### src/rtl/bcd_counter_ndigit.sv
// bcd_counter_ndigit: prescaled N-digit BCD counter with preset, wrap pulse and 7-segment drive.
// Optional up/down counting via macro BCD_CNT_UPDOWN_EN (adds input dir).
module bcd_counter_ndigit #(
  parameter int DIGITS   = 2,
  parameter int TICK_DIV = 50000000
) (
  input  logic                  CLOCK_50,
  input  logic                  reset,
  input  logic                  enable,
  input  logic                  preset,
  input  logic [4*DIGITS-1:0]   preset_val,
  output logic [4*DIGITS-1:0]   bcd,
  output logic [7*DIGITS-1:0]   hex,
  output logic                  tick,
  output logic                  wrap
`ifdef BCD_CNT_UPDOWN_EN
  ,
  input  logic                  dir
`endif
);
  localparam int PW = (TICK_DIV > 2) ? $clog2(TICK_DIV) : 1;
  localparam logic [PW-1:0] LAST = PW'(TICK_DIV - 1);
  logic [PW-1:0]         psc_q, psc_d;
  logic [4*DIGITS-1:0]   bcd_q, bcd_d, inc, load;
  logic                  tick_q, tick_d, wrap_q, wrap_d, step, cy, up;
  logic [3:0]            dig, pv;
`ifdef BCD_CNT_UPDOWN_EN
  assign up = dir;
`else
  assign up = 1'b1;
`endif
  // The count advances on the same edge that raises tick, so bcd, tick and wrap change together.
  assign tick_d = psc_q == LAST;
  assign psc_d  = tick_d ? '0 : psc_q + PW'(1);
  assign step   = tick_d & enable;
  always_comb begin
    cy   = 1'b1;
    inc  = '0;
    load = '0;
    dig  = '0;
    pv   = '0;
    for (int k = 0; k < DIGITS; k++) begin
      dig = bcd_q[4*k +: 4];
      pv  = preset_val[4*k +: 4];
      inc[4*k +: 4]  = !cy ? dig : up ? (dig == 4'd9 ? 4'd0 : dig + 4'd1)
                                      : (dig == 4'd0 ? 4'd9 : dig - 4'd1);
      cy = cy & (up ? dig == 4'd9 : dig == 4'd0);
      load[4*k +: 4] = pv > 4'd9 ? 4'd0 : pv;
    end
  end
  assign bcd_d  = preset ? load : step ? inc : bcd_q;
  assign wrap_d = !preset & step & cy;
  always_ff @(posedge CLOCK_50 or posedge reset) begin
    if (reset) begin
      psc_q  <= '0;
      bcd_q  <= '0;
      tick_q <= 1'b0;
      wrap_q <= 1'b0;
    end else begin
      psc_q  <= psc_d;
      bcd_q  <= bcd_d;
      tick_q <= tick_d;
      wrap_q <= wrap_d;
    end
  end
  function automatic logic [6:0] seg7(input logic [3:0] d);
    case (d)
      4'd0:    seg7 = 7'h40;
      4'd1:    seg7 = 7'h79;
      4'd2:    seg7 = 7'h24;
      4'd3:    seg7 = 7'h30;
      4'd4:    seg7 = 7'h19;
      4'd5:    seg7 = 7'h12;
      4'd6:    seg7 = 7'h02;
      4'd7:    seg7 = 7'h78;
      4'd8:    seg7 = 7'h00;
      4'd9:    seg7 = 7'h10;
      default: seg7 = 7'h7F;
    endcase
  endfunction
  for (genvar i = 0; i < DIGITS; i++) begin : g_hex
    assign hex[7*i +: 7] = seg7(bcd_q[4*i +: 4]);
  end
  assign bcd  = bcd_q;
  assign tick = tick_q;
  assign wrap = wrap_q;
endmodule
### config.mk
export PLATFORM = sky130hd
export DESIGN_NAME = bcd_counter_ndigit
export DESIGN_NICKNAME = d
export VERILOG_FILES = /design/src/rtl/bcd_counter_ndigit.sv
export SDC_FILE = /design/constraint.sdc
export NUM_CORES = 1
export LEC_CHECK = 0
export BUFFER_PORTS_ARGS = -buffer_cell sky130_fd_sc_hd__buf_4
export CELL_PAD_IN_SITES_DETAIL_PLACEMENT = 1
export CELL_PAD_IN_SITES_GLOBAL_PLACEMENT = 1
export CORE_MARGIN = 8
export CORE_UTILIZATION = 30
export CTS_BUF_LIST = sky130_fd_sc_hd__clkbuf_8
export CTS_CLUSTER_SIZE = 30
export DETAILED_ROUTE_END_ITERATION = 8
export PLACE_DENSITY = 0.64
export SLEW_MARGIN = 10
export SYNTH_ARGS = -nofsm -noshare
export SYNTH_HDL_FRONTEND = slang
export SYNTH_SLANG_ARGS = --single-unit
### constraint.sdc
create_clock -name CLOCK_50 -period 2.6 [get_ports CLOCK_50]
set_input_delay 0.39 -clock CLOCK_50 [delete_from_list [all_inputs] [get_ports CLOCK_50]]
set_output_delay 0.39 -clock CLOCK_50 [all_outputs]
set_load 0.01 [all_outputs]
==> results, run 1 <==
- The flow ran to the end, and the final reports show no timing, DRC or antenna violations.
- The startpoint of the worst register-to-register path is psc_q[0].
- The final-stage net count is 328.
- Counting flops with a built-in enable in the synthesized netlist gives 0.
- The final cell count without fillers is ~410.
- For the worst flop-to-flop path, the logic depth is 5.
- The detailed-router iteration count before antenna repair is 4.
- The worst register-to-register path ends at bcd[3].
- The post-detailed-route wirelength per cell is 15.9 um.
- Setup repair after global routing left no endpoint under its margin.
- The max-slew violation count is 0.
- After legalization and detailed placement, the total HPWL measured 4.86 mm.
- The number of placed I/O pins is 36.
- The count of buffers added by post-CTS timing repair for setup is 0.
- The number of inserted diodes is 0.
- The total routing usage reported by global routing is 12.0%.
- The overall overflow remaining after global route is 0.
- For the worst-skew pair, the clock arrives at the later sink with an insertion delay of 0.28 ns.
- The initial antenna violation count is 0.
- Together, buffers and inverters on the worst path number 2.
- The utilization after layout is 36.8%.
- The post-route minimum period is 2.35 ns.
- The cell count after synthesis came out at about 270.
- The yosys synthesis warning count is 0.
- The number of global-route vias before repair is around 2300.
- The number of buffers created by CTS is 5.
- Summing every instance area after synthesis gives 0.00236 mm^2.
- The post-route total power is approximately 1.4 mW.
- The first-pass GRT wire length is 11.3 mm.
- For this run, the top clock speed supported by timing is 0.426 GHz.
- At the worst endpoint, the arrival time is 1.96 ns.
- The peak supply drop is 0.000252 V.
- In this run the static leakage power is 1.22 nW.
- Summing all placed instances gives a cell area of 0.00274 mm^2.
- The endpoint class of the critical path is a primary output.
- For this block, the initial DRC count from the detailed router was 31.
- The root buffer cell chosen for the clock tree is sky130_fd_sc_hd__clkbuf_8.
- The number of gates given a new drive strength after cts is 0.
- The most critical setup path has its startpoint at bcd[1].
- The die outline width is 105 um.
- STA classifies the critical path startpoint as a register.
- The number of hold buffers added after CTS is 0.
- In the routed design, unresolved DRC markers number 0.
- The total vias in the final route is ~2200.
- The worst path uses 90.3% of the clock period.
- Across the run, the number of max-cap violations was 0.
- The share of flip-flops with an asynchronous set or reset after synthesis is 100%.
- Setup violations remaining at the end of the flow were counted as 0.
- The die covers 0.0110 mm^2.
- The share of cells above drive strength 1 is 17.0%.
- In this run the register-to-register setup slack is 0.36 ns.
- In this run the mean area of a mapped cell was 8.77 um^2.
- The total negative slack for setup checks is 0 ns.
- In this run the remaining antenna-violating nets after routing total 0.
- The count of final hold-check violations is 0.
- Routability-driven placement finished with a final weighted congestion of roughly 0.73.
- The initial core utilization is 30.7%.
- The overall routed net length is 6.48 mm.
- The worst pin sits at a relative slew slack of 65.6%.
- The number of clock sinks is 36.
- The signal on the critical path passes through inv_1 > ha_1 > or2_2 > a21oi_1 > a31oi_1 > buf_4.
- The post-placement cell count is 400.
- The number of nets handed over by synthesis was 292.
- The H-tree was split into 2 levels.
- The worst clock skew is between 0.006 and 0.007 ns.
- The die is 105 um tall.
- The standard cell core area is 0.00769 mm^2.
- At the pin with the least slew margin, the transition time is around 0.52 ns.
- Synthesis inferred 36 register bits.
- At the worst endpoint, the required time is 2.21 ns.
- The power density relative to cell area is approximately 500 mW/mm^2.
- The finished cells cover roughly 0.0028 mm^2.
- Clock-pin slew was measured on the worst setup and hold paths at about 0.070 ns.
- In this run the core area contains 32 standard-cell rows.
- The number of distinct standard cells referenced by the synthesized netlist is 47.
- The number of I/O port buffers is 35.
- The via-per-instance ratio is 5.29.
- The clock passes through at most 2 buffers.
- TritonCTS built the clock tree.
- From synthesis to final layout, the design area changed by 19.7%.
- The slowest stage of the critical path is the sky130_fd_sc_hd__dfrtp_1 cell.
- The most used flip-flop cell after synthesis is sky130_fd_sc_hd__dfrtp_1.
- Sequential cells were found to cover 38.2% of the synthesized design area.
- Entering global routing, the biggest net connects 37 pins.
- The top cell family by delay on the critical path is flip-flops.
- Of all nets on the critical path, the largest fanout is 9.
- For this run, the slowest stage of the critical path takes approximately 0.52 ns.
- The worst setup path category is register to primary output.
- The class of the tightest hold or removal check is input port to async pin.
## worst max path at each step
stage	to	cells after the start
after CTS	hex[3]	6
after detailed placement	bcd[3]	5
final	hex[3]	6
after global placement	bcd[3]	5
after floorplan	bcd[0]	6
after global routing	hex[3]	6
## metrics by stage
stage | worst slack [ns] | hold slack [ns]
4_1_cts | 0.236 | 0.239
6_report | 0.253 | 0.215
5_1_grt | 0.144 | 0.267
3_5_place_dp | 0.347 | 0.502
3_3_place_gp | 0.390 | 0.477
2_1_floorplan | 0.538 | 0.452
## logic make-up (layout without fill, tap and decap cells)
kind of cell             Yosys count  in the layout  synth area share [%]
buffers and inverters             24             61                  4.14
multiplexers                       7              7                  3.02
XOR/XNOR                          16             16                  5.94
flip-flops                        36             36                  38.2
AO/OA/AOI/OAI                     55             55                  14.5
AND/OR/NAND/NOR                  120            120                  28.4
adder cells (fa/ha/maj)           11             11                  5.83
## cell usage after synthesis, types with 2 or more instances
cell | instances | share of area [%]
sky130_fd_sc_hd__and2_1 | 2 | 0.53
sky130_fd_sc_hd__and3b_1 | 2 | 0.74
sky130_fd_sc_hd__nand2_1 | 22 | 3.5
sky130_fd_sc_hd__o21ai_0 | 17 | 3.6
sky130_fd_sc_hd__dfrtp_1 | 36 | 38
sky130_fd_sc_hd__o311ai_0 | 2 | 0.74
sky130_fd_sc_hd__a21oi_1 | 14 | 3.0
sky130_fd_sc_hd__mux2i_1 | 6 | 2.5
sky130_fd_sc_hd__or4_1 | 5 | 1.6
sky130_fd_sc_hd__ha_1 | 11 | 5.8
sky130_fd_sc_hd__nand4_1 | 10 | 2.7
sky130_fd_sc_hd__o211ai_1 | 5 | 1.6
sky130_fd_sc_hd__a32oi_1 | 2 | 0.74
sky130_fd_sc_hd__nand3b_1 | 2 | 0.64
sky130_fd_sc_hd__nor2_1 | 25 | 4.0
sky130_fd_sc_hd__xor2_1 | 6 | 2.2
sky130_fd_sc_hd__and4_1 | 3 | 1.1
sky130_fd_sc_hd__nor4_1 | 8 | 2.1
sky130_fd_sc_hd__clkbuf_1 | 9 | 1.4
sky130_fd_sc_hd__and4b_1 | 2 | 0.85
sky130_fd_sc_hd__nor3_1 | 2 | 0.42
sky130_fd_sc_hd__nand3_1 | 18 | 3.8
sky130_fd_sc_hd__or3_1 | 4 | 1.1
sky130_fd_sc_hd__o31ai_1 | 4 | 1.3
sky130_fd_sc_hd__and3_1 | 3 | 0.80
sky130_fd_sc_hd__xnor2_1 | 10 | 3.7
sky130_fd_sc_hd__or2_2 | 4 | 1.1
sky130_fd_sc_hd__a22oi_1 | 2 | 0.64
sky130_fd_sc_hd__inv_1 | 13 | 2.1
sky130_fd_sc_hd__a31oi_1 | 3 | 0.80
## layout make-up
cell class / count / area (um^2)
Multi-Input combinational cell: 209 / 1360
Tap cell: 102 / 128
Sequential cell: 36 / 901
Clock buffer: 6 / 82.6
Timing Repair Buffer: 39 / 293
Inverter: 14 / 52.6
Clock inverter: 2 / 7.51
Fill cell: 944 / 4860
## state kept, by name (all words and copies together) (netlist names)
signal	count
psc_q	26
bcd	8
tick	1
wrap	1
## worst register-to-register path: stages, from the launching register on
cell and delay, ns:
sky130_fd_sc_hd__dfrtp_1 0.41, sky130_fd_sc_hd__ha_1 0.24, sky130_fd_sc_hd__nand4_1 0.13, sky130_fd_sc_hd__or4_1 0.71, sky130_fd_sc_hd__or2_2 0.39, sky130_fd_sc_hd__a211o_1 0.26
## routing by layer
| metal | routed length (um) | global-route usage, % | vias up | part of all wire, % |
|---|---|---|---|---|
| met3 | 269 | 3.01 | 4 | 4.2 |
| met5 | 0 | 0 | - | 0 |
| met4 | 33 | 1.83 | 0 | 0.51 |
| li1 | - | - | 1060 | - |
| met1 | 3100 | 15.1 | 1064 | 48 |
| met2 | 3080 | 20.7 | 32 | 47 |
## layout by cell type, fill, tap and decap left out, drive strengths merged, types with 2 or more instances in the layout
| master | Yosys | final |
|---|---|---|
| o21ai | 17 | 17 |
| clkbuf | 9 | 6 |
| nor2 | 25 | 25 |
| and2 | 2 | 2 |
| o31ai | 4 | 4 |
| and3 | 3 | 3 |
| ha | 11 | 11 |
| and4b | 2 | 2 |
| xor2 | 6 | 6 |
| buf | 1 | 39 |
| a22oi | 2 | 2 |
| or3 | 4 | 4 |
| and3b | 2 | 2 |
| dfrtp | 36 | 36 |
| nor3 | 2 | 2 |
| nand3b | 2 | 2 |
| or4 | 6 | 6 |
| nor4 | 8 | 8 |
| and4 | 3 | 3 |
| nand4 | 11 | 11 |
| mux2i | 6 | 6 |
| a21oi | 14 | 14 |
| or2 | 4 | 4 |
| xnor2 | 10 | 10 |
| o311ai | 2 | 2 |
| nand3 | 18 | 18 |
| a32oi | 2 | 2 |
| inv | 13 | 15 |
| o211ai | 5 | 5 |
| a31oi | 3 | 3 |
| nand2 | 22 | 22 |
## where the power goes
| part | total, mW | switching [mW] | internal (mW) |
|---|---|---|---|
| registers | 0.623 | 0.0469 | 0.576 |
| logic | 0.379 | 0.198 | 0.181 |
| clock network | 0.405 | 0.197 | 0.208 |
Note: power is estimated with default switching activity, not from simulation.
==> inputs of run 2 (changes only) <==
--- a/config.mk
+++ b/config.mk
@@ -6,7 +6,7 @@
 export NUM_CORES = 1
 export LEC_CHECK = 0
 export BUFFER_PORTS_ARGS = -buffer_cell sky130_fd_sc_hd__buf_4
-export CELL_PAD_IN_SITES_DETAIL_PLACEMENT = 1
+export CELL_PAD_IN_SITES_DETAIL_PLACEMENT = 0
 export CELL_PAD_IN_SITES_GLOBAL_PLACEMENT = 1
 export CORE_MARGIN = 8
 export CORE_UTILIZATION = 30
==> run 2 against run 1 <==
  * Critical path depth stayed put
  * Hold slack better by 0.0021 ns
  * Via count fell by 2.6%
  * Maximum frequency up 1.3%
  * Final cell count fell by 0.25%
  * Critical path type unchanged
  * Largest cell class unchanged
  * Largest power group unchanged
==> results, run 2 (same netlist as run 1, synthesis figures left out) <==
- Result of the run: finished, final reports clean (unchanged).
- The clock root buffer master is sky130_fd_sc_hd__clkbuf_8 (unchanged).
- The clock-pin slew on the worst setup and hold paths is 0.07 ns (about the same).
- The maximum clock insertion buffer count is 2 (unchanged).
- The count of final hold-check violations is 0 (unchanged).
- Most frequent cells in the layout: sky130_fd_sc_hd__buf_4, sky130_fd_sc_hd__dfrtp_1, sky130_fd_sc_hd__nor2_1 (unchanged).
- The number of buffers created by CTS was 5 (unchanged).
- The detailed-router iteration count before antenna repair came to 6 (was 4).
- The final RePlAce weighted congestion is 0.731 (unchanged).
- The register ranked first by flip-flop count was psc_q (unchanged).
- The final worst setup slack is 0.283 ns (was 0.253 ns).
- The commonest non-fill, non-tap cell in the layout is sky130_fd_sc_hd__buf_4 (unchanged).
- The overall routed net length is 5.90 mm (was 6.48 mm).
- The worst-margin pin slew is 0.500 ns (was 0.516 ns).
- The post-detailed-route wirelength per cell came to 14.5 um (was 15.9 um).
- The overall overflow remaining after global route is 0 (unchanged).
- The final setup violation count came to 0 (unchanged).
- The endpoint arrival time on the critical path is 1.93 ns (was 1.96 ns).
- The worst clock skew is 0.00445 ns (was 0.00639 ns).
- The pin count of the biggest net entering global routing is 37 (unchanged).
- The number of placed I/O pins was 36 (unchanged).
- The die outline width came to 105 um (unchanged).
- The number of global-route vias before repair was 2145 (was 2295).
- The number of placement rows is 32 (unchanged).
- The wire length on met1 is 2.84 mm (was 3.10 mm).
- The detailed-routed wire length on met3 came to 308 um (was 269 um).
- The number of gates given a new drive strength after cts was 0 (unchanged).
- The kind of launch point of the worst setup path is a register (unchanged).
- The number of clock sinks is 36 (unchanged).
- The power density relative to cell area is 504 mW/mm^2 (was 498 mW/mm^2).
- The data required time of the worst path is 2.21 ns (about the same).
- The full die area came to 0.0110 mm^2 (unchanged).
- The maximum fanout encountered on the critical timing path is 9 (unchanged).
- The leakage power summed over all cells was 1.22 nW (about the same).
- The peak supply drop is 0.000203 V (was 0.000252 V).
- The post-route cell area is 0.00283 mm^2 (about the same).
- The standard cell core area is 0.00769 mm^2 (unchanged).
- The placement-stage worst setup slack is 0.344 ns (was 0.347 ns).
- The standard cell area after detailed placement is 0.00274 mm^2 (unchanged).
- The initial detailed-routing violation count is 90 (was 31).
- The worst setup path category is register to primary output (unchanged).
- The tightest hold margin was 0.217 ns (was 0.215 ns).
- The share of cells above drive strength 1 is 17.4% (was 17.0%).
- The placed wire-length estimate after detailed placement is 4.41 mm (was 4.86 mm).
- The total routing usage reported by global routing is 10.9% (was 12.0%).
- The number of remaining DRC errors is 0 (unchanged).
- The TritonCTS clock tree is done (unchanged).
- The highest metal layer with signal wires is met4 (unchanged).
- The combined area of the multi-input logic cells was 0.00136 mm^2 (unchanged).
- The initial antenna violation count is 0 (unchanged).
- The first-pass GRT wire length is 10.2 mm (was 11.3 mm).
- The number of I/O port buffers came to 35 (unchanged).
- The total vias in the final route is 2103 (was 2160).
- The post-route minimum period came to 2.32 ns (was 2.35 ns).
- The number of hold buffers added after CTS is 0 (unchanged).
- The max-cap check violation count is 0 (unchanged).
- The max-slew violation count is 0 (unchanged).
- The final-stage net count is 328 (unchanged).
- The register area was 901 um^2 (unchanged).
- The utilization after layout is 36.8% (about the same).
- The initial core utilization is 30.7% (unchanged).
- The number of flip-flops in the largest register was 26 (unchanged).
- The count of antenna-violating nets left after detailed routing is 0 (unchanged).
- The class of the tightest hold or removal check is input port to async pin (unchanged).
- The vertical extent of the die came to 105 um (unchanged).
- The clock insertion delay at the later pin of the skew report is 0.28 ns (about the same).
- The number of levels in the clock H-tree is 2 (unchanged).
- The length of routed met2 wiring is 2.69 mm (was 3.08 mm).
- The worst-case headroom to the max-slew limit is 66.2% (was 65.6%).
- The endpoint class of the critical path was a primary output (unchanged).
- The number of fillers in the final layout is 829 (was 944).
- The layout-stage area growth over the synthesis result was 20.0% (was 19.7%).
- The achievable frequency is 0.432 GHz (was 0.426 GHz).
- Unrepaired setup endpoints after global routing: false (unchanged).
- The count of buffers added by post-CTS timing repair for setup came to 0 (unchanged).
- The total negative slack for setup checks is 0 ns (unchanged).
- The via-per-instance ratio is 5.17 (was 5.29).
- The share of the cycle needed by the critical path after routing is 89.1% (was 90.3%).
- The number of inserted diodes was 0 (unchanged).
[run 2: changes by cell type in the layout (fill, tap and decap cells not counted), sizes merged]
cell / previous run / this run
clkbuf: 6 / 7
inv: 15 / 13
[run 2: layout make-up]
type	instances	share of cell area, %
Clock buffer	7	3.40
Sequential cell	36	31.8
Timing Repair Buffer	39	10.3
Tap cell	102	4.51
Inverter	14	1.86
Multi-Input combinational cell	209	48.1
[run 2: layer usage]
metal	global-route usage [%]	vias up
met4	3.67	0
met3	2.64	6
met2	18.4	45
met1	13.3	996
met5	0	-
li1	-	1056
[run 2: metrics by stage]
stage / total power [mW] / instances
after floorplan: 0.831 / 269
after global placement: 1.01 / 400
after detailed placement: 1.01 / 400
after CTS: 1.44 / 407
after global routing: 1.51 / 407
final: 1.43 / 407
[run 2: critical path, cell delays in order (launching register included)]
cell	delay (ns)
sky130_fd_sc_hd__dfrtp_1	0.52
sky130_fd_sc_hd__inv_1	0.16
sky130_fd_sc_hd__ha_1	0.26
sky130_fd_sc_hd__or2_2	0.28
sky130_fd_sc_hd__a21oi_1	0.19
sky130_fd_sc_hd__a31oi_1	0.06
sky130_fd_sc_hd__buf_4	0.17
[run 2: final timing paths]
path	start	cells past startpoint	end	slack [ns]
min	reset	3	bcd[4]	0.22
min in group CLOCK_50	preset_val[7]	3	bcd[7]	0.37
min reg2reg	psc_q[0]	1	psc_q[0]	0.50
max reg2reg	psc_q[0]	5	bcd[3]	0.35
max	bcd[1]	6	hex[3]	0.28
max in group asynchronous	reset	3	psc_q[22]	2.06
[run 2: power by group]
group | total, mW | internal (mW) | switching, mW
registers | 0.622 | 0.576 | 0.0460
clock network | 0.430 | 0.236 | 0.194
logic | 0.375 | 0.181 | 0.194
